[src/rtl/counter_seq_pkg.sv]
// Shared definitions for the counter sequencer: FSM state encoding and prescaler sizing helper.
package counter_seq_pkg;

   localparam int STATE_W = 2;

   typedef enum logic [STATE_W-1:0] {
      ST_IDLE  = 2'd0,
      ST_RUN   = 2'd1,
      ST_PAUSE = 2'd2,
      ST_DONE  = 2'd3
   } seq_state_t;

   // Width of a counter that must hold 0..max_val; never narrower than one bit.
   function automatic int presc_width(input int max_val);
      return (max_val < 1) ? 1 : $clog2(max_val + 1);
   endfunction

endpackage

[src/rtl/counter_sequencer_if.sv]
// Control/status bundle between a controller (master) and the counter sequencer (slave).
interface counter_sequencer_if #(
   parameter int WIDTH = 4
);
   logic             start;
   logic             abort;
   logic             pause;
   logic             up;
   logic             auto_reload;
   logic [WIDTH-1:0] load_val;
   logic [WIDTH-1:0] term_val;
   logic [WIDTH-1:0] count;
   logic             busy;
   logic             done;
   logic             wrap;

   modport master (
      output start, abort, pause, up, auto_reload, load_val, term_val,
      input  count, busy, done, wrap
   );

   modport slave (
      input  start, abort, pause, up, auto_reload, load_val, term_val,
      output count, busy, done, wrap
   );
endinterface

[src/rtl/sync_counter_core.sv]
// WIDTH-bit synchronous up/down counter with load priority and a registered roll-over flag.
module sync_counter_core #(
   parameter int WIDTH = 4
) (
   input  logic             i_clk,
   input  logic             i_reset,
   input  logic             i_load,
   input  logic [WIDTH-1:0] i_load_val,
   input  logic             i_en,
   input  logic             i_up,
   output logic [WIDTH-1:0] o_q,
   output logic             o_wrap
);
   localparam logic [WIDTH-1:0] ONE = WIDTH'(1);

   logic [WIDTH-1:0] r_q;
   logic             r_wrap;

   // Counter register: load beats step; wrap flags only a stepping roll-over.
   always_ff @(posedge i_clk) begin
      if (!i_reset) begin
         r_q    <= '0;
         r_wrap <= 1'b0;
      end else if (i_load) begin
         r_q    <= i_load_val;
         r_wrap <= 1'b0;
      end else if (i_en) begin
         if (i_up) begin
            r_q    <= r_q + ONE;
            r_wrap <= &r_q;
         end else begin
            r_q    <= r_q - ONE;
            r_wrap <= ~|r_q;
         end
      end else begin
         r_q    <= r_q;
         r_wrap <= 1'b0;
      end
   end

   assign o_q    = r_q;
   assign o_wrap = r_wrap;
endmodule

[src/rtl/counter_sequencer.sv]
// Sequencer owning load/enable of sync_counter_core: IDLE/RUN/PAUSE/DONE with abort and auto-reload.
// Optional prescaler built when COUNTER_SEQ_PRESCALER_EN is defined (adds parameter PRESCALE).
module counter_sequencer
   import counter_seq_pkg::*;
#(
   parameter int WIDTH = 4
`ifdef COUNTER_SEQ_PRESCALER_EN
   , parameter int PRESCALE = 0
`endif
) (
   input  logic              i_clk,
   input  logic              i_reset,
   counter_sequencer_if.slave bus
);
   seq_state_t       r_state;
   seq_state_t       w_state_nxt;
   logic [WIDTH-1:0] r_load_q;
   logic [WIDTH-1:0] r_term_q;
   logic             r_up_q;
   logic             r_reload_q;
   logic             r_busy;
   logic             r_done;
   logic [WIDTH-1:0] w_q;
   logic [WIDTH-1:0] w_core_val;
   logic             w_core_load;
   logic             w_core_en;
   logic             w_latch;
   logic             w_done_nxt;
   logic             w_wrap;
   logic             w_tick;

`ifdef COUNTER_SEQ_PRESCALER_EN
   localparam int             PS_W   = presc_width(PRESCALE);
   localparam logic [PS_W-1:0] PS_MAX = PS_W'(PRESCALE);

   logic [PS_W-1:0] r_presc;
   logic            w_presc_run;

   assign w_tick      = (r_presc == PS_MAX);
   assign w_presc_run = (r_state == ST_RUN) && !bus.abort && !bus.pause;

   // Prescaler phase: restarts on start, frozen whenever the run is not stepping.
   always_ff @(posedge i_clk) begin
      if (!i_reset) begin
         r_presc <= '0;
      end else if (w_latch) begin
         r_presc <= '0;
      end else if (w_presc_run) begin
         r_presc <= w_tick ? '0 : r_presc + PS_W'(1);
      end else begin
         r_presc <= r_presc;
      end
   end
`else
   assign w_tick = 1'b1;
`endif

   // Next-state and core control decode; abort > pause > terminal > step.
   always_comb begin
      w_state_nxt = r_state;
      w_core_load = 1'b0;
      w_core_val  = r_load_q;
      w_core_en   = 1'b0;
      w_latch     = 1'b0;
      w_done_nxt  = 1'b0;
      case (r_state)
         ST_IDLE: begin
            if (bus.start) begin
               w_latch     = 1'b1;
               w_core_load = 1'b1;
               w_core_val  = bus.load_val;
               w_state_nxt = ST_RUN;
            end else begin
               w_state_nxt = ST_IDLE;
            end
         end
         ST_RUN: begin
            if (bus.abort) begin
               w_state_nxt = ST_IDLE;
            end else if (bus.pause) begin
               w_state_nxt = ST_PAUSE;
            end else if (w_tick) begin
               if (w_q == r_term_q) begin
                  w_done_nxt = 1'b1;
                  if (r_reload_q) begin
                     w_core_load = 1'b1;
                  end else begin
                     w_state_nxt = ST_DONE;
                  end
               end else begin
                  w_core_en = 1'b1;
               end
            end else begin
               w_state_nxt = ST_RUN;
            end
         end
         ST_PAUSE: begin
            if (bus.abort) begin
               w_state_nxt = ST_IDLE;
            end else if (!bus.pause) begin
               w_state_nxt = ST_RUN;
            end else begin
               w_state_nxt = ST_PAUSE;
            end
         end
         ST_DONE: w_state_nxt = ST_IDLE;
         default: w_state_nxt = ST_IDLE;
      endcase
   end

   // State register and registered status flags.
   always_ff @(posedge i_clk) begin
      if (!i_reset) begin
         r_state <= ST_IDLE;
         r_busy  <= 1'b0;
         r_done  <= 1'b0;
      end else begin
         r_state <= w_state_nxt;
         r_busy  <= (w_state_nxt == ST_RUN) || (w_state_nxt == ST_PAUSE);
         r_done  <= w_done_nxt;
      end
   end

   // Run parameters captured at start.
   always_ff @(posedge i_clk) begin
      if (!i_reset) begin
         r_load_q   <= '0;
         r_term_q   <= '0;
         r_up_q     <= 1'b0;
         r_reload_q <= 1'b0;
      end else if (w_latch) begin
         r_load_q   <= bus.load_val;
         r_term_q   <= bus.term_val;
         r_up_q     <= bus.up;
         r_reload_q <= bus.auto_reload;
      end else begin
         r_load_q   <= r_load_q;
         r_term_q   <= r_term_q;
         r_up_q     <= r_up_q;
         r_reload_q <= r_reload_q;
      end
   end

   sync_counter_core #(
      .WIDTH (WIDTH)
   ) u_core (
      .i_clk      (i_clk),
      .i_reset    (i_reset),
      .i_load     (w_core_load),
      .i_load_val (w_core_val),
      .i_en       (w_core_en),
      .i_up       (r_up_q),
      .o_q        (w_q),
      .o_wrap     (w_wrap)
   );

   assign bus.count = w_q;
   assign bus.busy  = r_busy;
   assign bus.done  = r_done;
   assign bus.wrap  = w_wrap;
endmodule

[src/flat_wrapper.sv]
// flat-port wrapper written by rule: the top's interface ports become plain ports
module counter_sequencer_flat import counter_seq_pkg::*;
#(
   parameter int WIDTH = 4

)
  (i_clk, i_reset, bus_start, bus_abort, bus_pause, bus_up, bus_auto_reload, bus_load_val, bus_term_val, bus_count, bus_busy, bus_done, bus_wrap);
  counter_sequencer_if #(.WIDTH(WIDTH)) bus_i ();
  input  logic i_clk;
  input  logic i_reset;
  input wire logic [$bits(bus_i.start)-1:0] bus_start;
  input wire logic [$bits(bus_i.abort)-1:0] bus_abort;
  input wire logic [$bits(bus_i.pause)-1:0] bus_pause;
  input wire logic [$bits(bus_i.up)-1:0] bus_up;
  input wire logic [$bits(bus_i.auto_reload)-1:0] bus_auto_reload;
  input wire logic [$bits(bus_i.load_val)-1:0] bus_load_val;
  input wire logic [$bits(bus_i.term_val)-1:0] bus_term_val;
  output wire logic [$bits(bus_i.count)-1:0] bus_count;
  output wire logic [$bits(bus_i.busy)-1:0] bus_busy;
  output wire logic [$bits(bus_i.done)-1:0] bus_done;
  output wire logic [$bits(bus_i.wrap)-1:0] bus_wrap;
  assign bus_i.start = bus_start;
  assign bus_i.abort = bus_abort;
  assign bus_i.pause = bus_pause;
  assign bus_i.up = bus_up;
  assign bus_i.auto_reload = bus_auto_reload;
  assign bus_i.load_val = bus_load_val;
  assign bus_i.term_val = bus_term_val;
  assign bus_count = bus_i.count;
  assign bus_busy = bus_i.busy;
  assign bus_done = bus_i.done;
  assign bus_wrap = bus_i.wrap;
  counter_sequencer #(.WIDTH(WIDTH)) u_core (.i_clk(i_clk), .i_reset(i_reset), .bus(bus_i));
endmodule
[config.mk]
export PLATFORM = sky130hd
export DESIGN_NAME = counter_sequencer_flat
export DESIGN_NICKNAME = d
export VERILOG_FILES = /design/src/rtl/counter_seq_pkg.sv /design/src/rtl/counter_sequencer_if.sv /design/src/rtl/sync_counter_core.sv /design/src/rtl/counter_sequencer.sv /design/src/flat_wrapper.sv
export SDC_FILE = /design/constraint.sdc
export NUM_CORES = 1
export LEC_CHECK = 0
export BUFFER_PORTS_ARGS = -buffer_cell sky130_fd_sc_hd__buf_2
export CAP_MARGIN = 20
export CORE_MARGIN = 2
export CORE_UTILIZATION = 57
export DETAILED_ROUTE_END_ITERATION = 10
export PLACE_DENSITY = 0.9
export SYNTH_ARGS = -nofsm -noshare
export SYNTH_HDL_FRONTEND = slang
export SYNTH_SLANG_ARGS = --single-unit
export TNS_END_PERCENT = 10
[constraint.sdc]
create_clock -name i_clk -period 2.8 [get_ports i_clk]
set_clock_uncertainty 0.05 [all_clocks]
set_input_delay 0.56 -clock i_clk [delete_from_list [all_inputs] [get_ports i_clk]]
set_output_delay 0.56 -clock i_clk [all_outputs]
set_load 0.05 [all_outputs]
Word level (Yosys, flattened, before mapping)
Cells that the tools add are included.
{ "totals": {"latchBits": 0, "ramBits": 0, "wordCells": 54, "register_bits": 19, "memories": 0, "rom_bits": 0, "input_bits": 15} }
{ "classes": {"magnitude_cmp": 0, "n_shift": 0, "n_mul": 0, "mux": 26, "n_addsub": 2, "div_mod_pow": 0, "bitwise": 3, "n_eq_ne": 6, "reduce_logical": 8} }
{ "ops": {"columns": ["operator", "count"], "rows": [
  ["4-bit two-way mux", 5],
  ["1-bit two-way mux", 13],
  ["2-bit two-way mux", 6],
  ["2-bit case mux with 4 select lines", 1],
  ["4-bit OR reduction", 2],
  ["2-bit == test, second input constant", 3],
  ["4-bit by 1-bit adder with 4-bit output, second input constant", 1],
  ["2-bit by 1-bit == test with 1-bit output, second input constant", 2],
  ["4-bit == test", 1],
  ["4-bit AND reduction", 1],
  ["4-bit by 1-bit subtractor with 4-bit output, second input constant", 1],
  ["1-bit NOT", 3],
  ["3-bit OR reduction", 1],
  ["2-bit zero test", 1],
  ["1-bit case mux with 2 select lines", 1],
  ["2-bit nonzero test", 1],
  ["1-bit zero test", 1],
  ["1-bit logical OR", 1]
]} }

Longest topological paths before layout
Gate-level depths: netlist of the first run.
{ "depth": {"ltp_word": 7, "depth_mapped": 6, "mapped_depth_nobuf": 6} }

Modules after synthesis
Synthesis of the first run repeated with hierarchy kept, for this count alone.
{ "unflattened": {"cells_unflattened": 93, "area_unflattened_um2": 945.9} }
{ "modules_own_cells": {"columns": ["mod", "area_per_inst_um2", "seq_area_each_um2", "n_inst", "cells_per_inst"], "rows": [
  ["counter_sequencer", 621.8, 280.3, 1, 57],
  ["sync_counter_core", 324.1, 100.1, 1, 36]
]} }

Least setup slack after synthesis of the first run
Ideal clock, no wire load.
{ "synth_timing": {"path_kind": "flip-flop to flip-flop", "startpoint": "register u_core.u_core.r_q[1] (netlist: u_core.u_core.o_q[1])", "endpoint": "register u_core.u_core.r_q[1] (netlist: u_core.u_core.o_q[1])", "path_stages_with_launch": 6, "arrival_time_ns": 1.851, "setup_slack_ns": 0.811, "cell_sequence": "dfxtp_1 -> xor2_1 -> or4_4 -> buf_6 -> and3b_1 -> nor4_2"} }
{ "synth_between": {"elab_chain_len": 6, "word_cells_on_any_way": 15} }
{ "synth_lines": {"columns": ["item", "line_no", "source"], "rows": [
  ["start: declaration", "sync_counter_core.sv:16", "logic [WIDTH-1:0] r_q;"],
  ["start signal: assignment", "sync_counter_core.sv:25", "r_q <= i_load_val;"],
  ["start signal: assignment", "sync_counter_core.sv:29", "r_q <= r_q + ONE;"],
  ["start signal: assignment", "sync_counter_core.sv:32", "r_q <= r_q - ONE;"],
  ["4-bit == test", "counter_sequencer.sv:83", "if (w_q == r_term_q) begin"],
  ["1-bit two-way mux", "counter_sequencer.sv:83", null],
  ["1-bit two-way mux", "counter_sequencer.sv:80", "end else if (bus.pause) begin"],
  ["1-bit two-way mux", "counter_sequencer.sv:78", "if (bus.abort) begin"],
  ["1-bit case mux with 2 select lines / 1-bit two-way mux (equally long branches)", "counter_sequencer.sv:66", "case (r_state)"],
  ["4-bit two-way mux / 2-bit nonzero test (equally long branches)", null, null]
]} }
Parallel ways exist; a longest one is shown, timed or not. The select of a mux whose other input is x is not followed.
A chain may end at the register's enable or synchronous reset.

Worst setup path after layout of the first run
{ "layout_timing": {"startpoint": "register u_core.u_core.r_q[0] (netlist: u_core.u_core.o_q[0])", "endpoint": "output port bus_count[0]"} }
{ "layout_lines": {"columns": ["item", "line_no", "source"], "rows": [
  ["end: declaration", "flat_wrapper.sv:18", "output wire logic [$bits(bus_i.count)-1:0] bus_count;"]
]} }
No word-level cell between the ends.

==> results of run 1 <==
## power groups by stage
| stage | Clock (W) | Combinational, W | Sequential, W |
|---|---|---|---|
| floorplan | 0 | 0.000129 | 0.000346 |
| global placement | 0 | 0.000183 | 0.000322 |
| detailed placement | 0 | 0.000191 | 0.000324 |
| CTS | 0.000146 | 0.000193 | 0.000318 |
| global route | 0.000156 | 0.000215 | 0.000322 |
| finish | 0.000146 | 0.000192 | 0.000318 |
## cell usage in the layout (no fill, tap or decap), types with 3 or more instances in the layout
cell      instances
nand2_1          21
buf_2            21
dfxtp_1          19
a21boi_0         10
a21oi_1           8
nor2_1            6
o21ai_0           6
xor2_1            5
nor3_1            3
or3_1             3
nand3b_1          3
nor2b_1           3
clkbuf_4          3
## metrics by stage
stage | hold slack (ns) | util | power [W] | cell area, um^2
floorplan | 0.3882 | - | 0.0004746 | 1069
global placement | 0.3979 | 0.6731 | 0.0005050 | 1175
detailed placement | 0.4111 | 0.6731 | 0.0005155 | 1175
CTS | 0.4275 | 0.6889 | 0.0006566 | 1202
global route | 0.4633 | 0.6889 | 0.0006929 | 1202
finish | 0.4253 | 0.6889 | 0.0006569 | 1202
## synthesized netlist by cell type
cell       n  area, um^2
clkbuf_1   6       22.52
nor3b_1    1       7.510
o21ai_0    6       30.03
dfxtp_1   19       380.4
a22o_1     1       8.760
o21a_1     2       15.01
a21oi_1    8       40.04
nor2_1     6       22.52
nor2b_1    3       18.77
nor4bb_1   2       20.02
xor2_1     5       43.79
and3b_1    1       8.760
a21boi_0  10       75.07
or3b_2     1       8.760
o21bai_1   1       7.510
nor4b_2    1       15.01
xnor2_1    1       8.760
and3_2     1       7.510
nor4_2     2       25.02
nor4_1     2       12.51
nand3_1    2       10.01
nand2_1   21       78.83
buf_6      2       22.52
or4_4      1       11.26
inv_1      1       3.750
and3_1     2       12.51
o311ai_0   1       8.760
fa_1       1       20.02
a21o_1     1       7.510
nand4_1    1       6.260
o41ai_1    1       8.760
nor3_1     3       15.01
or2_2      1       6.260
ha_1       2       25.02
nor3b_2    1       12.51
or3_1      3       18.77
nand3b_1   3       22.52
## logic make-up after synthesis
kind of cell	Yosys count
and+or+nand+nor	58
AOI/OAI and AO/OA	31
DFF	19
buffers and inverters	9
xor gates and xnor gates	6
adders and majority gates	3
## worst max-delay path by stage
| stage | to | cells after the start | slack (ns) | from |
|---|---|---|---|---|
| 2_1_floorplan | u_core.u_core.o_q[1] | 5 | 0.81 | u_core.u_core.o_q[1] |
| 4_1_cts | bus_count[0] | 1 | 0.98 | u_core.u_core.o_q[0] |
| 3_3_place_gp | u_core.u_core.o_q[1] | 4 | 1.03 | bus_start |
| 6_report | bus_count[0] | 1 | 0.99 | u_core.u_core.o_q[0] |
| 5_1_grt | u_core.u_core.o_q[0] | 4 | 0.86 | u_core.u_core.o_q[0] |
| 3_5_place_dp | u_core.u_core.o_q[1] | 4 | 0.97 | bus_start |
## layer usage
metal / wire [um] / track usage
met1: 957 / 0.2998
met2: 1156 / 0.4108
met3: 124 / 0.05385
met4: 35 / 0.1167
met5: 0 / 0
## cell type report
class                      instances  area (um^2)
sequential                        19        380.4
clock inverter                     1        5.005
multi-input combinational         98        639.4
clock buffer                       3        22.52
tap                               25        31.28
fill                             158        543.0
inverter                           1        3.754
timing repair buffer              23        120.1
## worst reg2reg max path, stage by stage, from the launching register on
cell     delay (ns)
dfxtp_1        0.55
xor2_1         0.14
or4_4          0.57
and3_1         0.20
nor4_1         0.21
## registers in the layout, summed over array words and instances, names as in the netlist
name,flops
u_core.bus.busy,1
u_core.bus.done,1
u_core.r_load_q,4
u_core.r_reload_q,1
u_core.r_state,2
u_core.r_term_q,4
u_core.r_up_q,1
u_core.u_core.o_q,4
u_core.u_core.o_wrap,1
==> summary.md, run 1 <==
| Metric | Value |
|---|---|
| Reg2Reg Depth | 4 |
| Die area | about 2200 um^2 |
| Largest net degree at the start of global routing | 20 |
| Critical path's largest stage delay | 0.55 ns |
| CP arrival | 1.20 ns |
| Antenna diode count | 0 |
| Starting Density | 0.6122 |
| Die Span Y | ~47 um |
| Initial DRC Count | 28 |
| Routed WL | about 2300 um |
| Fin cells | 170 |
| Reg power frac | 0.484 |
| Pre-CTS setup slack | ~1 ns |
| Synth-to-Final Area Change | 12.53% |
| Psw | roughly 0.00023 W |
| Largest family of logic cells by synthesized area | simple AND/OR/NAND/NOR gates |
| Hold path start | u_core.r_load_q[3] |
| R2R Path End | u_core.u_core.o_q[0] |
| GRT overflow | 0 |
| Placer Congestion | 0.8369 |
| Fin crit share | 0.6480 |
| Buffers on Ports | 21 |
| Final-report max-slew violation count | 0 |
| Synth Net Count | around 140 |
| Post-CTS Setup Bufs | 0 |
| Avg Cell Area, Syn | around 8.5 um^2 |
| Worst VDD drop | 333.1 uV |
| Worst Hold End | u_core.r_load_q[3] |
| Post-placement cell count | approximately 170 |
| Detailed Place HPWL | approximately 1600 um |
| Post-CTS Resized | 0 |
| Root Buffer | clkbuf_4 |
| Slowest CP cell | dfxtp_1 |
| Period minus WS final | approximately 1.8 ns |
| Distinct cells, synth | 37 |
| Crit path max fanout | 9 |
| Nets | 164 |
| Setup slack after layout | around 0.99 ns |
| Switching Fraction | 0.3557 |
| FP Rows | 15 |
| CP top delay family | flip-flops |
| Num CTS Buffers | 3 |
| Residual DRC count | 0 |
| Pwr Density | 546.3 nW/um^2 |
| H-tree levels | 1 |
| Initial antenna violation count | 0 |
| CP Cell Sequence | buf_2 |
| WL/cell | ~13 um |
| Yosys reg bits | 19 |
| Critical path capture point type | output pin |
| Synth Instances | between 100 and 150 |
| Setup violations, final | 0 |
| Syn Std Cell Area | between 1000 and 1500 um^2 |
| Cell Int Power | between 0.0004 and 0.0005 W |
| Post-synthesis mux area share | 0 |
| DR vias | between 900 and 1000 |
| Simple-gate portion of the synthesized area | 0.3185 |
| CTS Buffer Depth | 2 |
| Status | finished clean |
| Synth warn | 0 |
| Drt pass-1 iters | 4 |
| Reg2Reg Setup Slack | 1.00 ns |
| Worst slew pin tran | around 0.58 ns |
| Crit Reg-Reg Startpoint | u_core.u_core.o_q[0] |
| # IOs | 22 |
| CTS tree | yes |
| Clk network pwr share | 0.223 |
| Sequential area share after synthesis | 0.3560 |
| Reg clk slew, reported paths | between 0.1 and 0.15 ns |
| HP Class | register to register |
| Adder-cell share of the synthesized area | 0.04215 |
| Comb pwr share | 0.293 |
| Startpoint Class | register |
| First-pass GRT wire length | ~3900 um |
| Clock Latency Late Sink | 0.31 ns |
| RSZ-0062 raised after global routing | false |
| Max_cap viols | 0 |
| Depth of the worst hold-timing path | 2 |
| Via density | between 5 and 6 |
| Vias in the first global route | ~980 |
| TNS Setup | 0 ns |
| Post-synthesis compound-gate area fraction | 0.1885 |
| Slew headroom | 0.6149 |
| Core ar. | between 1500 and 2000 um^2 |
| Clock sink count | 19 |
| Share of cells above drive strength 1 | 0.2414 |
| WP buf/inv | 1 |
| Antenna Nets Post-Route | 0 |
| Max Fclk | 551.1 MHz |
| Tot GR Track Use | 0.2467 |
| XOR/XNOR Fraction of Synth Area | 0.04918 |
| Hold-fix buffers, CTS | 0 |
| Fin. Hold Viols | 0 |
| Crit Path Category | register to output pin |
| Leakage | 0.5119 nW |
| CP Data Required Time | 2.19 ns |
| Die X-Extent | 47.30 um |
No activity file was read; power rests on OpenSTA's default activity.
==> inputs of run 2 (changes only) <==
--- a/config.mk
+++ b/config.mk
@@ -8,9 +8,9 @@
 export BUFFER_PORTS_ARGS = -buffer_cell sky130_fd_sc_hd__buf_2
 export CAP_MARGIN = 20
 export CORE_MARGIN = 2
-export CORE_UTILIZATION = 57
+export CORE_UTILIZATION = 48
 export DETAILED_ROUTE_END_ITERATION = 10
-export PLACE_DENSITY = 0.9
+export PLACE_DENSITY = 0.81
 export SYNTH_ARGS = -nofsm -noshare
 export SYNTH_HDL_FRONTEND = slang
 export SYNTH_SLANG_ARGS = --single-unit
==> constraint.sdc (replaced) <==
create_clock -name i_clk -period 1.6 [get_ports i_clk]
set_clock_uncertainty 0.05 [all_clocks]
set_input_delay 0.32 -clock i_clk [delete_from_list [all_inputs] [get_ports i_clk]]
set_output_delay 0.32 -clock i_clk [all_outputs]
set_load 0.05 [all_outputs]
==> summary.md, run 2 (synthesis results as in run 1) <==
| Metric | Value |
|---|---|
| Routed WL | about 2500 um |
| Drt pass-1 iters | 4 |
| Nets | ~180 |
| Max Fclk | just under 600 MHz |
| TNS Setup | -0.2171 ns |
| Fin cells | about 180 |
| Pre-CTS setup slack | -0.04996 ns |
| Clock Latency Late Sink | around 0.3 ns |
| Status | finished with violations |
| Final Cell Area | 1334 um^2 |
| Pwr Density | 923.6 nW/um^2 |
| CTS tree | yes |
| Root Buffer | clkbuf_4 |
| CP Cell Sequence | xor2_2 > or4_4 > and3b_1 > nor4_2 |
| Worst slew pin tran | 0.4898 ns |
| Die Span Y | 51.18 um |
| R2R Path End | u_core.u_core.o_q[1] |
| Tot GR Track Use | 0.2350 |
| Crit Reg-Reg Startpoint | u_core.r_term_q[0] |
| Num CTS Buffers | 3 |
| Reg2Reg Setup Slack | -0.08 ns |
| Crit Path Category | register to register |
| Post-placement cell count | roughly 180 |
| DR vias | 1036 |
| Worst Hold End | u_core.r_reload_q |
| RSZ-0062 raised after global routing | true |
| Hold path start | bus_auto_reload |
| Clock sink count | 19 |
| Slew headroom | 0.6721 |
| Buffers on Ports | 21 |
| Max_cap viols | 0 |
| Worst Hold Margin | slightly below 0.2 ns |
| Share of cells above drive strength 1 | 0.3654 |
| Most frequent cells in the layout | 21 x nand2_1, 21 x buf_2, 14 x dfxtp_1, 12 x buf_4, 10 x a21boi_0 |
| Setup violations, final | 4 |
| Die X-Extent | around 51 um |
| Core ar. | roughly 2100 um^2 |
| Failing checks | setup timing |
| Slowest CP cell | or4_4 |
| Final-report max-slew violation count | 0 |
| CP arrival | around 1.8 ns |
| GRT overflow | 0 |
| Reg clk slew, reported paths | ~0.12 ns |
| Leakage | 0.5717 nW |
| Worst VDD drop | 645.3 uV |
| Residual DRC count | 0 |
| Depth of the worst hold-timing path | 3 |
| Largest net degree at the start of global routing | 20 |
| First-pass GRT wire length | between 4000 and 5000 um |
| CTS Buffer Depth | 2 |
| Period minus WS final | about 1.7 ns |
| Fin. Hold Viols | 0 |
| CP Data Required Time | about 1.7 ns |
| Antenna diode count | 0 |
| Fin crit share | 1.053 |
| FP Rows | 17 |
| Setup slack after layout | -0.08401 ns |
| Vias in the first global route | 1000 |
| # IOs | 22 |
| Crit path max fanout | 8 |
| HP Class | primary input to register |
| Antenna Nets Post-Route | 0 |
| Starting Density | 0.4974 |
| H-tree levels | 1 |
| Die area | about 2600 um^2 |
| Critical path capture point type | register |
| Initial DRC Count | 20 |
| Placed cell area | approximately 1300 um^2 |
| Detailed Place HPWL | 1782 um |
| Critical path's largest stage delay | approximately 0.59 ns |
| Synth-to-Final Area Change | 24.82% |
| Initial antenna violation count | 0 |
| Reg2Reg Depth | 4 |
| Startpoint Class | register |
| Via density | 5.630 |
| Placer Congestion | 0.7782 |
| WL/cell | approximately 14 um |
run 2: area by class of cell:
type / count / area, um^2
inverters: 1 / 3.754
well taps: 28 / 35.03
clock buffers: 3 / 22.52
flip-flops and latches: 19 / 394.1
multi-input cells: 98 / 666.9
repair buffers: 34 / 206.4
fillers: 199 / 814.5
clock inverters: 1 / 5.005
run 2: how the worst max path moves through the flow:
stage | start | endpoint | slack [ns] | cells after the start
3_3_place_gp | u_core.u_core.o_q[3] | u_core.u_core.o_q[3] | 0.02 | 4
4_1_cts | u_core.r_term_q[0] | u_core.r_state[1] | -0.06 | 5
3_5_place_dp | u_core.r_term_q[3] | u_core.r_state[1] | -0.05 | 5
6_report | u_core.r_term_q[0] | u_core.u_core.o_q[1] | -0.08 | 4
5_1_grt | u_core.u_core.o_q[0] | u_core.u_core.o_q[1] | -0.13 | 4
2_1_floorplan | u_core.u_core.o_q[3] | u_core.u_core.o_q[1] | -0.05 | 5
run 2: power breakdown:
part	switching (W)	internal (W)
clock network	0.000153	0.0000931
logic	0.000247	0.000196
registers	0.0000325	0.000510
run 2: routing by layer:
metal	vias to the layer above	wire, um	track usage
met5	-	0	0
li1	510	-	-
met4	0	53	0.09459
met2	21	1270	0.3766
met3	6	73	0.03801
met1	499	1119	0.3138
run 2: timing repair:
item	4_1_cts	5_1_grt
resized for setup	5	3
hold buffers	0	0
pin swaps	5	2
setup endpoints to repair	4	7
setup buffers	2	0
run 2: per-stage QoR:
stage	utilization	total power, W
after global placement	0.5859	0.0009287
after floorplan	-	0.0008340
final	0.6209	0.001232
after CTS	0.6150	0.001217
after detailed placement	0.5859	0.0009463
after global routing	0.6209	0.001303
run 2: critical path: cells and delay by family, from the launching register on:
kind / cells / cell delay [ns]
simple gates: 3 / 1.00
flops: 1 / 0.35
xor+xnor: 1 / 0.18
